**src/rtl/upec_miter_pkg.sv**
```systemverilog
// Shared types and default pad geometry for the two-instance UPEC output miter.
// Imported by upec_output_miter.
package upec_miter_pkg;

    typedef enum logic [1:0] {
        MitIdle,
        MitSettle,
        MitCompare,
        MitDiverged
    } miter_state_e;

    localparam int MioPads  = 47;
    localparam int DioPads  = 24;
    localparam int ObsWidth = 2 * (MioPads + DioPads);

endpackage

```
**src/rtl/upec_prio_enc.sv**
```systemverilog
// Combinational lowest-set-bit encoder used to locate the first differing pad bit.
module upec_prio_enc #(
    parameter  int Width = 142,
    localparam int IdxW  = $clog2(Width)
) (
    input  logic [Width-1:0] vec,
    output logic [IdxW-1:0]  idx,
    output logic             found
);

    // Scan from the top down so the lowest set bit is the last one written.
    always_comb begin
        idx   = '0;
        found = 1'b0;
        for (int i = Width - 1; i >= 0; i--) begin
            if (vec[i]) begin
                idx   = IdxW'(i);
                found = 1'b1;
            end
        end
    end

endmodule

```
**src/rtl/upec_output_miter.sv**
```systemverilog
// Cycle-by-cycle miter over the pad outputs of two chip copies; mismatch_o is the UPEC observable.
// Optional macro UPEC_MITER_DIFFVEC_EN captures the masked XOR vector at the first divergence.
module upec_output_miter
    import upec_miter_pkg::*;
#(
    parameter  int Width        = ObsWidth,
    parameter  int SettleCycles = 4,
    parameter  int CntWidth     = 16,
    localparam int IdxW         = $clog2(Width)
) (
    input  logic                clk_i,
    input  logic                rst_i,
    input  logic                start_i,
    input  logic                obs_valid_i,
    input  logic [Width-1:0]    obs_a_i,
    input  logic [Width-1:0]    obs_b_i,
    input  logic [Width-1:0]    mask_i,
    output logic                comparing_o,
    output logic                mismatch_o,
    output logic [CntWidth-1:0] diverge_cycle_o,
    output logic [IdxW-1:0]     diverge_idx_o,
    output logic [CntWidth-1:0] cmp_cycles_o,
    output logic                cnt_sat_o,
    output logic [Width-1:0]    diff_vec_o
);

    localparam int SetW = (SettleCycles > 1) ? $clog2(SettleCycles) : 1;
    localparam logic [CntWidth-1:0] CntMax = '1;
    localparam miter_state_e ArmState = (SettleCycles == 0) ? MitCompare : MitSettle;
    localparam logic [SetW-1:0] SettleLast = SetW'(SettleCycles - 1);

    miter_state_e      state;
    logic [SetW-1:0]   settle_cnt;
    logic [Width-1:0]  diff;
    logic [IdxW-1:0]   first_idx;
    logic              diff_found;
    logic              diverge_now;

    assign diff        = (obs_a_i ^ obs_b_i) & ~mask_i;
    assign diverge_now = (state == MitCompare) && obs_valid_i && diff_found && !start_i;

    upec_prio_enc #(.Width(Width)) u_prio_enc (
        .vec   (diff),
        .idx   (first_idx),
        .found (diff_found)
    );

    // start_i takes priority over any same-cycle divergence so a re-arm always starts clean.
    always_ff @(posedge clk_i) begin
        if (rst_i) begin
            state           <= MitIdle;
            settle_cnt      <= '0;
            comparing_o     <= 1'b0;
            mismatch_o      <= 1'b0;
            diverge_cycle_o <= '0;
            diverge_idx_o   <= '0;
            cmp_cycles_o    <= '0;
            cnt_sat_o       <= 1'b0;
        end else if (start_i) begin
            state           <= ArmState;
            settle_cnt      <= '0;
            comparing_o     <= (ArmState == MitCompare);
            mismatch_o      <= 1'b0;
            diverge_cycle_o <= '0;
            diverge_idx_o   <= '0;
            cmp_cycles_o    <= '0;
            cnt_sat_o       <= 1'b0;
        end else begin
            case (state)
                MitSettle: begin
                    if (obs_valid_i) begin
                        if (settle_cnt == SettleLast) begin
                            state       <= MitCompare;
                            comparing_o <= 1'b1;
                        end else begin
                            settle_cnt <= settle_cnt + 1'b1;
                        end
                    end
                end
                MitCompare: begin
                    if (obs_valid_i) begin
                        if (cmp_cycles_o != CntMax) begin
                            cmp_cycles_o <= cmp_cycles_o + 1'b1;
                        end
                        if (cmp_cycles_o == CntMax - 1'b1) begin
                            cnt_sat_o <= 1'b1;
                        end
                        if (diff_found) begin
                            state           <= MitDiverged;
                            comparing_o     <= 1'b0;
                            mismatch_o      <= 1'b1;
                            diverge_cycle_o <= cmp_cycles_o;
                            diverge_idx_o   <= first_idx;
                        end
                    end
                end
                default: begin
                end
            endcase
        end
    end

`ifdef UPEC_MITER_DIFFVEC_EN
    always_ff @(posedge clk_i) begin
        if (rst_i || start_i) begin
            diff_vec_o <= '0;
        end else if (diverge_now) begin
            diff_vec_o <= diff;
        end
    end
`else
    assign diff_vec_o = '0;
`endif

endmodule

```
**config.mk**
```make
export PLATFORM = sky130hd
export DESIGN_NAME = upec_output_miter
export DESIGN_NICKNAME = d
export VERILOG_FILES = /design/src/rtl/upec_miter_pkg.sv /design/src/rtl/upec_prio_enc.sv /design/src/rtl/upec_output_miter.sv
export SDC_FILE = /design/constraint.sdc
export NUM_CORES = 1
export LEC_CHECK = 0
export CAP_MARGIN = 20
export CORE_AREA = 2 2 238 240
export DETAILED_ROUTE_END_ITERATION = 16
export DIE_AREA = 0 0 240 242
export PLACE_DENSITY = 0.38
export SLEW_MARGIN = 10
export SYNTH_ARGS = -nofsm -noshare
export SYNTH_HDL_FRONTEND = slang
export SYNTH_SLANG_ARGS = --single-unit
```
**constraint.sdc**
```tcl
create_clock -name clk_i -period 2.65 [get_ports clk_i]
set_input_delay 0.53 -clock clk_i [delete_from_list [all_inputs] [get_ports clk_i]]
set_output_delay 0.53 -clock clk_i [all_outputs]
set_load 0.1 [all_outputs]
```
# Word level (Yosys, flattened, before mapping)
# Index checks and enable logic that the tools add are counted.
# Widths: inputs -> output; s select.
[word_totals]
reg_bits = 47
out_inout_bits = 185
[classes]
addsub = 2
eq_ne = 13
muxes = 295
n_bitwise = 4
reduce_logical = 9
[ops]
columns = ["op", "n"]
rows = [
  ["$mux 8", 142],
  ["$mux 1", 147],
  ["$and 142x142->142", 1],
  ["$not 142->142", 1],
  ["$xor 142x142->142", 1],
  ["$add 16x1->16 const B", 1],
  ["$eq 16x16->1 const B", 1],
  ["$ne 16x16->1 const B", 1],
  ["$ne 3x3->1 const B", 4],
  ["$reduce_and 3->1", 4],
  ["$reduce_and 5->1", 2],
  ["$mux 2", 4],
  ["$ne 2x2->1 const B", 4],
  ["$eq 2x2->1 const B", 2],
  ["$pmux 2 s2", 1],
  ["$reduce_bool 3->1", 1],
  ["$add 2x1->2 const B", 1],
  ["$eq 2x1->1 const B", 1],
  ["$pmux 1 s2", 1],
  ["$reduce_bool 2->1", 1],
  ["$reduce_or 2->1", 1],
  ["$not 1->1", 1],
]

# Logic depth before layout (Yosys ltp)
# Gate-level depths: netlist of the first run.
[logic_depth]
ltp_word = 148
ltp_mapped = 10
depth_no_buf = 9

# Hierarchy
# From an unflattened synthesis of the first run, not the netlist that was laid out.
[hier_totals]
hier_cells = 996
area_unflattened_um2 = 6726.5
[modules_own_cells]
columns = ["module", "n_inst", "cells_each", "area_each_um2"]
rows = [
  ["upec_output_miter", 1, 662, 4827.1],
  ["upec_prio_enc", 1, 334, 1899.3],
]

# Least setup slack after synthesis of the first run
# No wires, ideal clock.
[synth_path]
path_type = "register to register"
startpoint = "reg cmp_cycles_o[5]"
endpoint = "reg cmp_cycles_o[12]"
setup_ns = 0.067
t_arrival_ns = 2.500
slack_ns = 0.083
path_stages_with_launch = 10
path_buffers = 0
cell_sequence = "dfxtp_1 nand4_1 nor2_1 and3_1 a21oi_1 nand4_1 nor2_1 nand3_1 xor2_1 nor2_1"
[synth_between]
elab_chain_cells = 2
word_cells_on_any_way = 3
classes_between = "add/sub (1); eq/ne (1); reduce/logical (1)"
[synth_rtl]
columns = ["item", "line", "source"]
rows = [
  ["start, declared", "upec_output_miter.sv:22", "output logic [CntWidth-1:0] cmp_cycles_o,"],
  ["start signal, assigned", "upec_output_miter.sv:83", "cmp_cycles_o <= cmp_cycles_o + 1'b1;"],
  ["parallel branches: the longest is 2 deep, another holds $add 16x1->16", "n/a", ""],
]
# Several ways; the timed one is not identified.
# A chain may end at the register's enable or synchronous reset.

# Final worst setup path of the first run
[layout_path]
startpoint = "in obs_a_i[1]"
endpoint = "reg diverge_cycle_o[8]"
[layout_between]
elab_chain_cells = 5
[layout_rtl]
columns = ["item", "line", "source"]
rows = [
  ["start, declared", "upec_output_miter.sv:15", "input logic [Width-1:0] obs_a_i,"],
  ["$xor 142x142->142", "upec_output_miter.sv:39", "assign diff = (obs_a_i ^ obs_b_i) & ~mask_i;"],
  ["$and 142x142->142", "upec_output_miter.sv:39", ""],
  ["$mux 1 (2 in series)", "upec_prio_enc.sv:16", "if (vec[i]) begin"],
  ["$reduce_and 3->1 (no line)", "n/a", ""],
  ["end signal, assigned", "upec_output_miter.sv:92", "diverge_cycle_o <= cmp_cycles_o;"],
  ["end, declared", "upec_output_miter.sv:20", "output logic [CntWidth-1:0] diverge_cycle_o,"],
]
# Every way passes these cells.

==> results of run 1 <==
==> cell usage in the layout, fill, tap and decap left out, types with 13 or more instances in the layout <==
| cell | Yosys | final |
|---|---|---|
| dlygate4sd2_1 | 0 | 145 |
| xnor2_2 | 0 | 85 |
| o22ai_2 | 0 | 27 |
| xnor2_1 | 135 | 49 |
| xor2_1 | 22 | 19 |
| mux2i_1 | 19 | 19 |
| inv_1 | 14 | 14 |
| clkdlybuf4s50_1 | 0 | 260 |
| nor2_2 | 0 | 33 |
| a21oi_1 | 22 | 20 |
| nor2_1 | 183 | 148 |
| dfxtp_1 | 47 | 47 |
| conb_1 | 1 | 142 |
| nand2_1 | 33 | 30 |
| o22ai_1 | 43 | 13 |
| nor3_2 | 2 | 15 |
| o32a_1 | 16 | 16 |
| nor3_1 | 38 | 20 |
| buf_4 | 143 | 354 |
==> cells by family (layout without fill, tap and decap cells) <==
group / Yosys count / count (layout) / synth area share, %
multiplexers: 19 / 19 / 2.89
XOR/XNOR: 157 / 157 / 20.9
AO/OA/AOI/OAI: 165 / 165 / 17.8
other: 1 / 144 / 0.0569
AND/OR/NAND/NOR: 356 / 356 / 25.9
adder cells (fa/ha/maj): 3 / 3 / 0.570
flip-flops: 47 / 47 / 14.3
buffers and inverters: 164 / 813 / 17.6
==> worst paths after layout <==
kind / endpoint / slack, ns
max: diverge_cycle_o[8] / -0.11
min reg2reg: diverge_idx_o[5] / 0.47
max reg2reg: cmp_cycles_o[12] / 0.59
min: diverge_idx_o[5] / 0.47
==> through the flow <==
| stage | TNS, ns | area [µm²] | instances |
|---|---|---|---|
| floorplan | 0 | 7110 | 1053 |
| global placement | -26.32 | 13400 | 2373 |
| detailed placement | -26.60 | 13400 | 2373 |
| CTS | -1.85 | 15300 | 2450 |
| global route | -5.04 | 15500 | 2458 |
| finish | -2.13 | 15500 | 2460 |
==> flip-flops by register name, summed over array words and instances (netlist names) <==
name,cells
comparing_o,1
settle_cnt,2
state,2
cmp_cycles_o,16
mismatch_o,1
cnt_sat_o,1
diverge_cycle_o,16
diverge_idx_o,8
==> power by group <==
part | switching, µW | leakage, µW | internal, µW
registers | 1.47 | 0.000379 | 708
logic | 1920 | 0.00624 | 1560
clock network | 267 | 0.0000727 | 369
total | 2190 | 0.00669 | 2640
==> metal layers <==
metal	vias up	share of wire, %	wire (µm)
met5	-	0.033	13
met4	2	0.59	229
met3	14	6.5	2540
met2	321	53	20500
met1	4143	40	15700
li1	4513	-	-
==> area by class of cell <==
class | count | area share, %
Antenna cell | 2 | 0.0323
Clock buffer | 6 | 0.895
Clock inverter | 1 | 0.0323
Inverter | 14 | 0.339
Multi-Input combinational cell | 842 | 42.1
Sequential cell | 47 | 6.06
Tap cell | 756 | 6.10
Timing Repair Buffer | 792 | 44.4
==> timing repair <==
action,4_1_cts,5_1_grt
endpoints found under the setup margin,27,26
gates resized for setup,476,23
pin swaps,178,9
gates cloned,2,0
setup buffers,70,8
==> worst max-delay path: stages <==
cell       delay (ns)
buf_6            0.09
xor2_1           0.15
a222oi_1         0.52
buf_4            0.21
and4_4           0.24
nand3_4          0.09
or2_4            0.28
nor4_4           0.23
a21oi_4          0.16
clkbuf_16        0.19
mux2i_1          0.15
nor2_1           0.05
==> results.py, run 1 <==
metrics = {
    "drt": {
        "vias": 8993,
        "drt_pass1_iterations": 4,
        "routed_via_density": 3.66,
        "drt_iter0_drc": 191,
        "drt-total-wl_um": 39000,
        "drc": 0,
        "antenna_left": 0,
        "post_drt_wl_per_cell_um": 15.9,
    },
    "global_route": {
        "grt_overflow_total": 0,
        "grt_pass1_wl_um": 56200,
        "use_met1_pct": 15.0,
        "top_usage_layer": "met2",
        "antenna_found_initial": 2,
        "grt_usage_pct": 12.7,
        "grt_pass1_vias": 9466,
        "grtUsageMet3_pct": 2.24,
        "grt_max_degree": 42,
        "gr-usage-met2_pct": 24.4,
    },
    "sta": {
        "holdWs_ns": 0.475,
        "rsz0062_at_grt": "true",
        "tightest_slew_ns": 0.850,
        "finalCriticalPeriod_ns": 2.76,
        "setup_viol": 26,
        "drv_slew": 0,
        "fin_crit_sh_pct": 104,
        "worst_slack_ns": -0.107,
        "hold_violations": 0,
        "max_freq_ghz": 0.363,
        "skew_ns": 0.00426,
        "slew_headroom_pct": 43.4,
    },
    "synthesis": {
        "yosysWarnings": 0,
        "yosysTopAreaCell": "xnor2_1",
        "syn_avg_cell_area_um2": 7.22,
        "synth.most_common_cell": "nor2_1",
        "postSynth.asyncResetShare_pct": 0,
        "synth_edf_count": 0,
        "ys_seq_area_share_pct": 14.3,
        "synth_area_um2": 6590,
        "synthCells": 912,
        "synth.area.top_cells": "xnor2_1 (18%), buf_4 (16%), dfxtp_1 (14%), nor2_1 (10%), o22ai_1 (4.1%)",
        "netlist_top_cells_count": "nor2_1 (183), buf_4 (143), xnor2_1 (135)",
        "ys_ff_latch": 47,
        "synth_top_area_share_pct": 18.0,
        "synth_flop_cell": "dfxtp_1",
        "synth_cell_type_count": 68,
    },
    "placed_design": {
        "post-place-ws_ns": -1.51,
        "io_buffers": 472,
        "place_hpwl_um": 34200,
        "routabilityCongestion": 0.826,
    },
    "critical_path": {
        "reg2reg_from": "cmp_cycles_o[5]",
        "critPathLaunchType": "input pin",
        "critPathArrivalTime_ns": 2.90,
        "worstSetupPathType": "input pin to register",
        "crit_path_max_fanout": 5,
        "r2r_cells": 9,
        "setup.worst_path.end_class": "register",
        "worstSetupStartpoint": "obs_a_i[1]",
        "cp.required_ns": 2.79,
    },
    "outcome": {
        "violations": "setup timing",
        "status": "finished with violations",
    },
    "cts": {
        "clockRootBuffer": "clkbuf_16",
        "cts_hold_buf": 0,
        "htree_levels": 2,
        "cts_sinks": 47,
        "clk_path_buf_depth": 2,
        "cts_buffers": 5,
        "cts_tree": "done",
        "clk_latency_ns": 0.28,
        "path_clk_slew_ns": 0.06,
    },
    "die": {
        "fp.dieW_um": 240,
        "io_pins": 615,
        "placementRows": 87,
        "die_y_um": 242,
        "initial_core_util_pct": 11.8,
        "coreArea_um2": 55700,
        "dieArea_um2": 58100,
    },
    "min_path": {
        "min_from": "diverge_idx_o[5]",
        "min_path_cells": 2,
        "worstHoldPathType": "register to register",
    },
    "finish": {
        "regArea_um2": 941,
        "n_fill_cell": 6193,
        "drive_gt1_share_pct": 36.8,
        "final_nets": 2135,
        "syn_to_final_growth_pct": 136,
        "final_core_util_pct": 27.8,
        "multi_input_area_um2": 6540,
    },
    "flow_run": {
        "maxCapViolCount": 0,
    },
    "power": {
        "ir_worst_vdd_uv": 202,
        "p_total_uw": 4830,
        "p_per_area_nw_per_um2": 311,
        "p_leak_uw": 0.00669,
    },
}
No activity file was read; power rests on OpenSTA's default activity.
==> run 2: changes to the inputs <==
--- a/constraint.sdc
+++ b/constraint.sdc
@@ -3,2 +3,2 @@
 set_output_delay 0.53 -clock clk_i [all_outputs]
-set_load 0.1 [all_outputs]
+set_load 0.005 [all_outputs]
==> run 2 against run 1 <==
Critical path depth stayed put. Utilization grew 0.38 points. The run still ends with setup timing left. Maximum frequency down 0.39%. Count of clock-buffer cells in the layout unchanged. Die area stayed put. Non-clock buffer count unchanged. Largest cell class unchanged.
==> results.py, run 2 (synthesis gave the netlist of run 1 again) <==
metrics = {
    "finish": {
        "n_fill_cell": 6132,
        "top_regs": "cmp_cycles_o: 16 flops, diverge_cycle_o: 16 flops, diverge_idx_o: 8 flops",
        "syn_to_final_growth_pct": 139,
        "final_common_cell": "buf_4",
        "final_nets": 2135,
        "final_area_um2": 15700,
        "regArea_um2": 941,
        "drive_gt1_share_pct": 35.1,
        "multi_input_area_um2": 6620,
        "mostFrequentLayoutCells": "buf_4 (312), clkdlybuf4s50_1 (297), nor2_1 (147)",
    },
    "critical_path": {
        "r2r_slack_ns": 0.54,
        "r2r_cells": 10,
        "critPathLaunchType": "input pin",
        "setup.worst_path.end_class": "register",
        "crit_path_max_fanout": 9,
        "critPathArrivalTime_ns": 2.91,
        "reg2reg_from": "cmp_cycles_o[5]",
        "worstSetupPathType": "input pin to register",
        "cp.required_ns": 2.79,
        "reg2reg_to": "cmp_cycles_o[15]",
    },
    "cts": {
        "clk_path_buf_depth": 2,
        "path_clk_slew_ns": 0.07,
        "cts_hold_buf": 0,
        "clockRootBuffer": "clkbuf_16",
        "clk_latency_ns": 0.28,
        "cts_buffers": 5,
        "cts_sinks": 47,
        "cts_tree": "done",
        "htree_levels": 2,
    },
    "drt": {
        "post_drt_wl_per_cell_um": 15.7,
        "drt_pass1_iterations": 4,
        "drt-total-wl_um": 38700,
        "antenna_left": 0,
        "routed_via_density": 3.66,
        "drc": 0,
        "drt_iter0_drc": 170,
        "vias": 9016,
    },
    "sta": {
        "tightest_slew_ns": 0.845,
        "fin_crit_sh_pct": 104,
        "finalCriticalPeriod_ns": 2.77,
        "slew_headroom_pct": 43.7,
        "drv_slew": 0,
        "worst_slack_ns": -0.117,
        "skew_ns": 0.00523,
        "setup_viol": 25,
        "setup_tns_ns": -2.09,
        "rsz0062_at_grt": "true",
        "hold_violations": 0,
        "max_freq_ghz": 0.361,
    },
    "placed_design": {
        "post-place-ws_ns": -1.38,
        "place_hpwl_um": 34100,
        "routabilityCongestion": 0.827,
        "io_buffers": 472,
        "placed_area_um2": 13500,
    },
    "min_path": {
        "hold_end": "cnt_sat_o",
        "min_path_cells": 2,
        "worstHoldPathType": "register to register",
        "min_from": "cnt_sat_o",
    },
    "power": {
        "ir_worst_vdd_uv": 253,
        "p_leak_uw": 0.00674,
        "p_per_area_nw_per_um2": 255,
    },
    "die": {
        "io_pins": 615,
        "fp.dieW_um": 240,
        "die_y_um": 242,
        "initial_core_util_pct": 11.8,
        "dieArea_um2": 58100,
        "placementRows": 87,
        "coreArea_um2": 55700,
    },
    "global_route": {
        "grt_pass1_wl_um": 55700,
        "grt_overflow_total": 0,
        "grt_pass1_vias": 9537,
        "grt_usage_pct": 12.6,
        "grt_max_degree": 42,
        "antenna_found_initial": 7,
    },
    "flow_run": {
        "maxCapViolCount": 0,
    },
    "outcome": {
        "violations": "setup timing",
        "status": "finished with violations",
    },
}
## run 2: worst max-delay path by stage
| stage | from | to |
|---|---|---|
| 2_1_floorplan | obs_b_i[1] | diverge_cycle_o[10] |
| 3_3_place_gp | obs_b_i[6] | diverge_idx_o[0] |
| 3_5_place_dp | obs_b_i[6] | diverge_idx_o[0] |
| 4_1_cts | obs_a_i[1] | diverge_cycle_o[6] |
| 5_1_grt | obs_a_i[2] | diverge_cycle_o[2] |
| 6_report | obs_a_i[1] | diverge_cycle_o[15] |
## run 2: report_power, final
group	total, µW	switching [µW]	leakage, µW	internal (µW)
sequential	709	1.77	0.000379	708
clock	633	264	0.0000727	369
combinational	2660	1110	0.00629	1550
## run 2: metrics by stage
step	instances	power (µW)	hold slack (ns)	utilization [%]
finish	2463	4000	0.485	28.2
global route	2462	4280	0.496	28.2
CTS	2444	3970	0.478	27.6
detailed placement	2374	2940	0.462	24.3
global placement	2374	2930	0.453	24.3
floorplan	1053	1600	0.451	-
## run 2: critical path: stages
cell	delay, ns
buf_6	0.10
xor2_2	0.16
a222oi_1	0.51
buf_4	0.21
and4_4	0.24
nand3_4	0.07
or2_4	0.28
nor4_4	0.24
a21oi_4	0.17
clkbuf_16	0.21
mux2i_1	0.15
nor2_1	0.05
## run 2: cell type report
cell class,instances,area share [%]
antenna,5,0.0796
clock buffer,6,0.883
clock inverter,1,0.0318
inverter,14,0.334
multi-input combinational,842,42.1
sequential,47,5.98
tap,756,6.01
timing repair buffer,792,44.6
## run 2: per-layer routing
layer	vias to the layer above	part of all wire, %	global-route usage [%]
met3	24	6.8	2.71
met1	4149	40	14.5
met2	324	52	24.0
li1	4515	-	-
met5	-	0.070	0
met4	4	1.2	1.90
## run 2: repair_timing
action | 4_1_cts | 5_1_grt
setup buffers | 65 | 14
setup endpoints to repair | 27 | 27
gates cloned | 2 | 0
pin swaps | 175 | 56
resized for setup | 441 | 74
